<file path="config.mk">
export PLATFORM = sky130hd
export DESIGN_NAME = regb_fifo_serializer_flat
export DESIGN_NICKNAME = d
export VERILOG_FILES = /design/src/rtl/regb_fifo_serializer_pkg.sv /design/src/rtl/regb_fifo_serializer_if.sv /design/src/rtl/regb_fifo_serializer_baud_tick.sv /design/src/rtl/regb_fifo_serializer.sv /design/src/flat_wrapper.sv
export SDC_FILE = /design/constraint.sdc
export NUM_CORES = 1
export LEC_CHECK = 0
export ABC_AREA = 0
export BUFFER_PORTS_ARGS = -buffer_cell sky130_fd_sc_hd__buf_2
export CAP_MARGIN = 5
export CORE_UTILIZATION = 55
export DETAILED_ROUTE_END_ITERATION = 10
export GPL_TIMING_DRIVEN = 0
export PLACE_DENSITY = 0.75
export SLEW_MARGIN = 20
export SYNTH_ARGS = -nofsm -noshare
export SYNTH_HDL_FRONTEND = slang
export SYNTH_SLANG_ARGS = --single-unit
</file>
<file path="constraint.sdc">
create_clock -name clk -period 2.25 [get_ports clk]
set_input_delay 0.3375 -clock clk [delete_from_list [all_inputs] [get_ports clk]]
set_output_delay 0.3375 -clock clk [all_outputs]
set_load 0.02 [all_outputs]
</file>
<file path="src/rtl/regb_fifo_serializer_pkg.sv">
// regb_ser_pkg: shared types for the FIFO drain serializer.
// State encoding, default sizes and counter-width helpers.
package regb_ser_pkg;

    typedef enum logic [2:0] {
        S_IDLE   = 3'd0,
        S_START  = 3'd1,
        S_DATA   = 3'd2,
        S_PARITY = 3'd3,
        S_STOP   = 3'd4
    } ser_state_e;

    localparam int DEF_WIDTH        = 8;
    localparam int DEF_CLKS_PER_BIT = 4;
    localparam int DEF_STOP_BITS    = 1;

    // A 1-clock bit still needs a 1-bit counter.
    function automatic int baud_cnt_w(input int cpb);
        return (cpb <= 1) ? 1 : $clog2(cpb);
    endfunction

    // Holds 0..WIDTH (one spare bit over $clog2).
    function automatic int bit_cnt_w(input int w);
        return $clog2(w) + 1;
    endfunction

    localparam int DEF_BAUD_CNT_W = baud_cnt_w(DEF_CLKS_PER_BIT);
    localparam int DEF_BIT_CNT_W  = bit_cnt_w(DEF_WIDTH);

endpackage

</file>
<file path="src/rtl/regb_fifo_serializer_if.sv">
// regb_fifo_serializer_if: FIFO head / pop handshake.
// master = FIFO (drives head), slave = serializer (drives pop).
interface regb_fifo_serializer_if #(
    parameter int WIDTH = 8
);
    logic [WIDTH-1:0] fifo_data;
    logic             fifo_empty_n;
    logic             fifo_shift_out;

    modport master (
        output fifo_data,
        output fifo_empty_n,
        input  fifo_shift_out
    );

    modport slave (
        input  fifo_data,
        input  fifo_empty_n,
        output fifo_shift_out
    );
endinterface

</file>
<file path="src/rtl/regb_fifo_serializer_baud_tick.sv">
// regb_ser_baud_tick: 0..CLKS_PER_BIT-1 bit-period counter.
// Ports: clk, res_n, clr (sync clear), cnt, tick (last clock of bit).
module regb_ser_baud_tick
    import regb_ser_pkg::*;
#(
    parameter int CLKS_PER_BIT = 4,
    localparam int CW = baud_cnt_w(CLKS_PER_BIT)
) (
    input  logic          clk,
    input  logic          res_n,
    input  logic          clr,
    output logic [CW-1:0] cnt,
    output logic          tick
);

    localparam logic [CW-1:0] LAST = CW'(CLKS_PER_BIT - 1);

    assign tick = (cnt == LAST);

    always_ff @(posedge clk or negedge res_n) begin
        if (!res_n) begin
            cnt <= '0;
        end else if (clr || tick) begin
            cnt <= '0;
        end else begin
            cnt <= cnt + 1'b1;
        end
    end

endmodule

</file>
<file path="src/rtl/regb_fifo_serializer.sv">
// regb_fifo_serializer: pops FIFO head words and sends them LSB-first
// as UART frames. Ports: clk, res_n, fifo (slave: fifo_data,
// fifo_empty_n in / fifo_shift_out out), tx, busy, frame_done.
// Optional even-parity bit after data: define REGB_SER_PARITY_EN.
module regb_fifo_serializer
    import regb_ser_pkg::*;
#(
    parameter int WIDTH        = 8,
    parameter int CLKS_PER_BIT = 4,
    parameter int STOP_BITS    = 1
) (
    input  logic clk,
    input  logic res_n,
    regb_fifo_serializer_if.slave fifo,
    output logic tx,
    output logic busy,
    output logic frame_done
);

    localparam int CW = baud_cnt_w(CLKS_PER_BIT);
    localparam int BW = bit_cnt_w(WIDTH);

    localparam logic [BW-1:0] LAST_BIT  = BW'(WIDTH - 1);
    localparam logic [BW-1:0] LAST_STOP = BW'(STOP_BITS - 1);

    ser_state_e       state;
    logic [WIDTH-1:0] shreg;
    logic [WIDTH-1:0] shr;
    logic [BW-1:0]    bitcnt;
    logic [CW-1:0]    cnt;
    logic             tick;

    logic start_end;
    logic data_end;
    logic stop_end;
    logic enter_stop;
    logic state_chg;
    logic cap_go;
    logic fd_next;

`ifdef REGB_SER_PARITY_EN
    logic par_bit;
    logic par_end;
`endif

    assign shr = shreg >> 1;

    assign start_end = (state == S_START) && tick;
    assign data_end  = (state == S_DATA) && tick
                       && (bitcnt == LAST_BIT);
    assign stop_end  = (state == S_STOP) && tick
                       && (bitcnt == LAST_STOP);

`ifdef REGB_SER_PARITY_EN
    assign par_end    = (state == S_PARITY) && tick;
    assign enter_stop = par_end;
    assign state_chg  = start_end | data_end | par_end | stop_end;
`else
    assign enter_stop = data_end;
    assign state_chg  = start_end | data_end | stop_end;
`endif

    // Pop from IDLE, or chain straight off the last stop clock.
    assign cap_go = fifo.fifo_empty_n
                    && ((state == S_IDLE) || stop_end);

    regb_ser_baud_tick #(
        .CLKS_PER_BIT (CLKS_PER_BIT)
    ) u_baud (
        .clk   (clk),
        .res_n (res_n),
        .clr   ((state == S_IDLE) || state_chg),
        .cnt   (cnt),
        .tick  (tick)
    );

    // frame_done is registered, so predict whether the next
    // clock is the final clock of the stop period.
    always_comb begin
        fd_next = 1'b0;
        if (enter_stop) begin
            fd_next = (CLKS_PER_BIT == 1) && (STOP_BITS == 1);
        end else if ((state == S_STOP) && !stop_end) begin
            if (tick) begin
                fd_next = (CLKS_PER_BIT == 1)
                          && (bitcnt + 1'b1 == LAST_STOP);
            end else begin
                fd_next = (int'(cnt) + 1 == CLKS_PER_BIT - 1)
                          && (bitcnt == LAST_STOP);
            end
        end
    end

    always_ff @(posedge clk or negedge res_n) begin
        if (!res_n) begin
            state          <= S_IDLE;
            shreg          <= '0;
            bitcnt         <= '0;
            tx             <= 1'b1;
            busy           <= 1'b0;
            frame_done     <= 1'b0;
            fifo.fifo_shift_out <= 1'b0;
`ifdef REGB_SER_PARITY_EN
            par_bit        <= 1'b0;
`endif
        end else begin
            fifo.fifo_shift_out <= 1'b0;
            frame_done     <= fd_next;
            if (cap_go) begin
                state  <= S_START;
                shreg  <= fifo.fifo_data;
                bitcnt <= '0;
                tx     <= 1'b0;
                busy   <= 1'b1;
                fifo.fifo_shift_out <= 1'b1;
`ifdef REGB_SER_PARITY_EN
                par_bit <= ^fifo.fifo_data;
`endif
            end else begin
                unique case (state)
                    S_IDLE: begin
                        tx   <= 1'b1;
                        busy <= 1'b0;
                    end
                    S_START: begin
                        if (tick) begin
                            state  <= S_DATA;
                            tx     <= shreg[0];
                            bitcnt <= '0;
                        end
                    end
                    S_DATA: begin
                        if (tick) begin
                            shreg <= shr;
                            if (bitcnt == LAST_BIT) begin
                                bitcnt <= '0;
`ifdef REGB_SER_PARITY_EN
                                state  <= S_PARITY;
                                tx     <= par_bit;
`else
                                state  <= S_STOP;
                                tx     <= 1'b1;
`endif
                            end else begin
                                bitcnt <= bitcnt + 1'b1;
                                tx     <= shr[0];
                            end
                        end
                    end
`ifdef REGB_SER_PARITY_EN
                    S_PARITY: begin
                        if (tick) begin
                            state  <= S_STOP;
                            tx     <= 1'b1;
                            bitcnt <= '0;
                        end
                    end
`endif
                    S_STOP: begin
                        if (tick) begin
                            if (bitcnt == LAST_STOP) begin
                                state  <= S_IDLE;
                                busy   <= 1'b0;
                                tx     <= 1'b1;
                                bitcnt <= '0;
                            end else begin
                                bitcnt <= bitcnt + 1'b1;
                            end
                        end
                    end
                    default: begin
                        state <= S_IDLE;
                        tx    <= 1'b1;
                        busy  <= 1'b0;
                    end
                endcase
            end
        end
    end

endmodule

</file>
<file path="src/flat_wrapper.sv">
// flat-port wrapper written by rule: the top's interface ports become plain ports
module regb_fifo_serializer_flat import regb_ser_pkg::*;
#(
    parameter int WIDTH        = 8,
    parameter int CLKS_PER_BIT = 4,
    parameter int STOP_BITS    = 1
)
  (clk, res_n, tx, busy, frame_done, fifo_fifo_data, fifo_fifo_empty_n, fifo_fifo_shift_out);
  regb_fifo_serializer_if #(.WIDTH(WIDTH)) fifo_i ();
  input  logic clk;
  input  logic res_n;
  output logic tx;
  output logic busy;
  output logic frame_done;
  input wire logic [$bits(fifo_i.fifo_data)-1:0] fifo_fifo_data;
  input wire logic [$bits(fifo_i.fifo_empty_n)-1:0] fifo_fifo_empty_n;
  output wire logic [$bits(fifo_i.fifo_shift_out)-1:0] fifo_fifo_shift_out;
  assign fifo_i.fifo_data = fifo_fifo_data;
  assign fifo_i.fifo_empty_n = fifo_fifo_empty_n;
  assign fifo_fifo_shift_out = fifo_i.fifo_shift_out;
  regb_fifo_serializer #(.WIDTH(WIDTH), .CLKS_PER_BIT(CLKS_PER_BIT), .STOP_BITS(STOP_BITS)) u_core (.clk(clk), .res_n(res_n), .fifo(fifo_i), .tx(tx), .busy(busy), .frame_done(frame_done));
endmodule
</file>
==> key figures <==
Status
  • Status: complete, no violations

Place
  • IO buf count: 14
  • Detailed-placement wirelength estimate: 1556 um
  • Gpl congestion: 0.8353
  • Placed Area: 1292 um2

STA
  • RSZ-0062 raised after global routing: false
  • Hold Slack: 218.0 ps
  • Worst Tran Pin Value: 463.5 ps
  • Fin. max-slew vios: 0
  • Clk_skew: 5.075 ps
  • F_max: 0.5077 GHz
  • Final Hold Vio Count: 0
  • Rel. slew slack: 0.6910
  • Final setup viols: 0
  • Tcrit/Tclk final: 0.8753
  • Fin Setup TNS: 0 ps
  • Final min period: 1970 ps

Finish
  • # fillers: 179
  • Fraction of layout cells with a size suffix above 1: 0.2313
  • Design area: 1333 um2
  • Synth-to-Final Area Change: 12.11%
  • Layout Nets: 150
  • Util after Layout: 0.6656
  • Area of the multi-input gates: 601.8 um2
  • Antenna cells: 0
  • Seq. cell area: 526.8 um2

Synthesis
  • Synthesized flop and latch total: 21
  • Syn Nets: 130
  • Post-synth EDFFs: 0
  • Register area share after synthesis: 0.4432
  • Share of async-settable or async-resettable flops after synthesis: 1.000
  • Synthesized area per cell: 10.34 um2
  • Predominant post-synthesis flop cell: dfrtp_1
  • Mapped Cells: 115
  • Synth unique cells: 38
  • Synth Cell Area: 1189 um2
  • Yosys warning total: 0

Setup path
  • CP endpoint kind: flop
  • Max Fanout on Critical Path: 4
  • Critical path class: flop to flop
  • Startpoint Class: flop
  • Critical Path RT: 2450 ps
  • WP data arrival: 2170 ps

Clock tree
  • Reg clk slew, reported paths: 120 ps
  • H-Tree Depth: 1
  • CTS Sinks: 21
  • Post-CTS sizing: 0
  • Clock tree from TritonCTS: yes
  • Clk_lat worst skew: 310 ps
  • Root buffer cell: clkbuf_4
  • Total CTS buffers: 3
  • Clock buffer depth: 2

Floorplanning
  • Initial core utilization: 0.5938
  • Die width: 48.49 um
  • I/O pin count: 15
  • # rows: 16
  • Die Span Y: 48.49 um
  • CORE AREA: 2002 um2
  • Die area: 2351 um2

Job
  • Max_cap viols: 0

Detailed routing
  • Final wirelength: 2112 um
  • Antenna-violating nets left: 0
  • DR vias/cell: 5.745
  • Pre-Repair DR Iteration Count: 4
  • Wire per inst: 13.12 um
  • Vias: 925
  • Drt first-iter violations: 14
  • # DRC: 0

Global route
  • GRT Overall Usage: 0.2115
  • Vias in the first global route: 892
  • Initial antenna violation count: 0
  • Largest net degree at the start of global routing: 22
  • First-pass GRT wire length: 3870 um
  • Total grt overflow: 0

Power
  • Leak Pwr: 0.6021 nW
  • Design Power: 1.458 mW
  • PD cells: 1094 nW/um2
  • Worst-case vdd ir drop: 0.7810 mV

Worst hold path
  • Worst min-delay path category: input pin to flop
flip-flops by register name, summed over array words and instances, names as in the netlist:
signal,count
u_core.u_baud.cnt,2
u_core.frame_done,1
u_core.busy,1
u_core.shreg,8
u_core.bitcnt,4
u_core.fifo.fifo_shift_out,1
u_core.state,3
u_core.tx,1
layout by cell type, fill, tap and decap left out, types with 2 or more instances in the layout:
cell | synthesis | layout
a221o_1 | 3 | 3
nand2_1 | 9 | 9
mux2i_1 | 5 | 5
nor2_1 | 10 | 10
a31oi_1 | 2 | 2
nand3_1 | 3 | 3
mux2_2 | 2 | 2
inv_1 | 6 | 6
clkbuf_4 | 0 | 3
ha_1 | 4 | 4
a21oi_1 | 3 | 3
nand2b_1 | 4 | 4
nor3b_1 | 3 | 3
o21ai_0 | 9 | 9
nor3_1 | 5 | 5
nor4b_1 | 2 | 2
buf_2 | 3 | 17
dfrtp_1 | 20 | 20
nor2b_1 | 2 | 2
kinds of logic (layout without fill, tap and decap cells):
kind of cell | Yosys count | count (layout) | synth area share
and+or+nand+nor | 45 | 45 | 0.2326
AOI/OAI and AO/OA | 24 | 24 | 0.1558
DFF | 21 | 21 | 0.4432
buffers and inverters | 12 | 31 | 0.05052
muxes | 7 | 7 | 0.06105
adders and majority gates | 4 | 4 | 0.04211
xor gates and xnor gates | 2 | 2 | 0.01474
worst max-delay path: stages (launching register included):
cell and delay (ps):
dfrtp_1 420, inv_1 110, ha_1 220, nor3b_1 410, o32a_1 280, nor2_1 80, a221o_1 330
final timing paths:
check,start,to,slack (ps),cells past startpoint
hold reg to reg,u_core.u_baud.cnt[0],u_core.u_baud.cnt[0],480,1
setup / recovery,u_core.bitcnt[0],u_core.bitcnt[3],280,6
max in group asynchronous,res_n,u_core.tx,1410,2
min in group asynchronous,res_n,u_core.busy,490,2
hold / removal,fifo_fifo_data[1],u_core.shreg[1],220,3
setup reg to reg,u_core.bitcnt[0],u_core.bitcnt[3],280,6
Yosys cell counts, types with 2 or more instances:
library cell | number | area, um2
nand2b_1 | 4 | 25.02
dfrtp_1 | 20 | 500.5
nor4b_1 | 2 | 17.52
a221o_1 | 3 | 30.03
a21oi_1 | 3 | 15.01
nor2_1 | 10 | 37.54
ha_1 | 4 | 50.05
a31oi_1 | 2 | 12.51
nor2b_1 | 2 | 12.51
buf_2 | 3 | 15.01
mux2_2 | 2 | 22.52
nor3b_1 | 3 | 22.52
nand2_1 | 9 | 33.78
o21ai_0 | 9 | 45.04
inv_1 | 6 | 22.52
nand3_1 | 3 | 15.01
mux2i_1 | 5 | 50.05
nor3_1 | 5 | 25.02
routing by layer:
layer | vias up | track usage | share of wire
met2 | 32 | 0.3545 | 0.48
met4 | 0 | 0.05882 | 0.0071
li1 | 447 | - | -
met1 | 444 | 0.2639 | 0.46
met5 | - | 0 | 0
met3 | 2 | 0.06604 | 0.049
per-stage QoR:
step,instances,worst slack (ps)
after floorplan,115,516.1
after global placement,156,415.4
after detailed placement,156,320.3
after CTS,161,294.6
after global routing,161,157.2
final,161,280.5
area by class of cell:
type	instances	share of cell area
Buffer	6	0.02817
Sequential cell	21	0.3953
Tap cell	27	0.02535
Clock inverter	1	0.005634
Clock buffer	3	0.01690
Inverter	6	0.01690
Timing Repair Buffer	15	0.06009
Multi-Input combinational cell	82	0.4516
report_power, final:
group	total (mW)	switching [mW]	leakage, nW	internal [mW]
logic	0.646	0.347	0.320	0.299
registers	0.626	0.103	0.268	0.522
clock network	0.186	0.119	0.0139	0.0678
total	1.46	0.569	0.602	0.889
what timing repair did:
action / CTS / global route
buffers inserted: 0 / 0
hold endpoints to repair: 20 / 0
hold buffers: 1 / 0
Power figures use the tool's default switching activity.
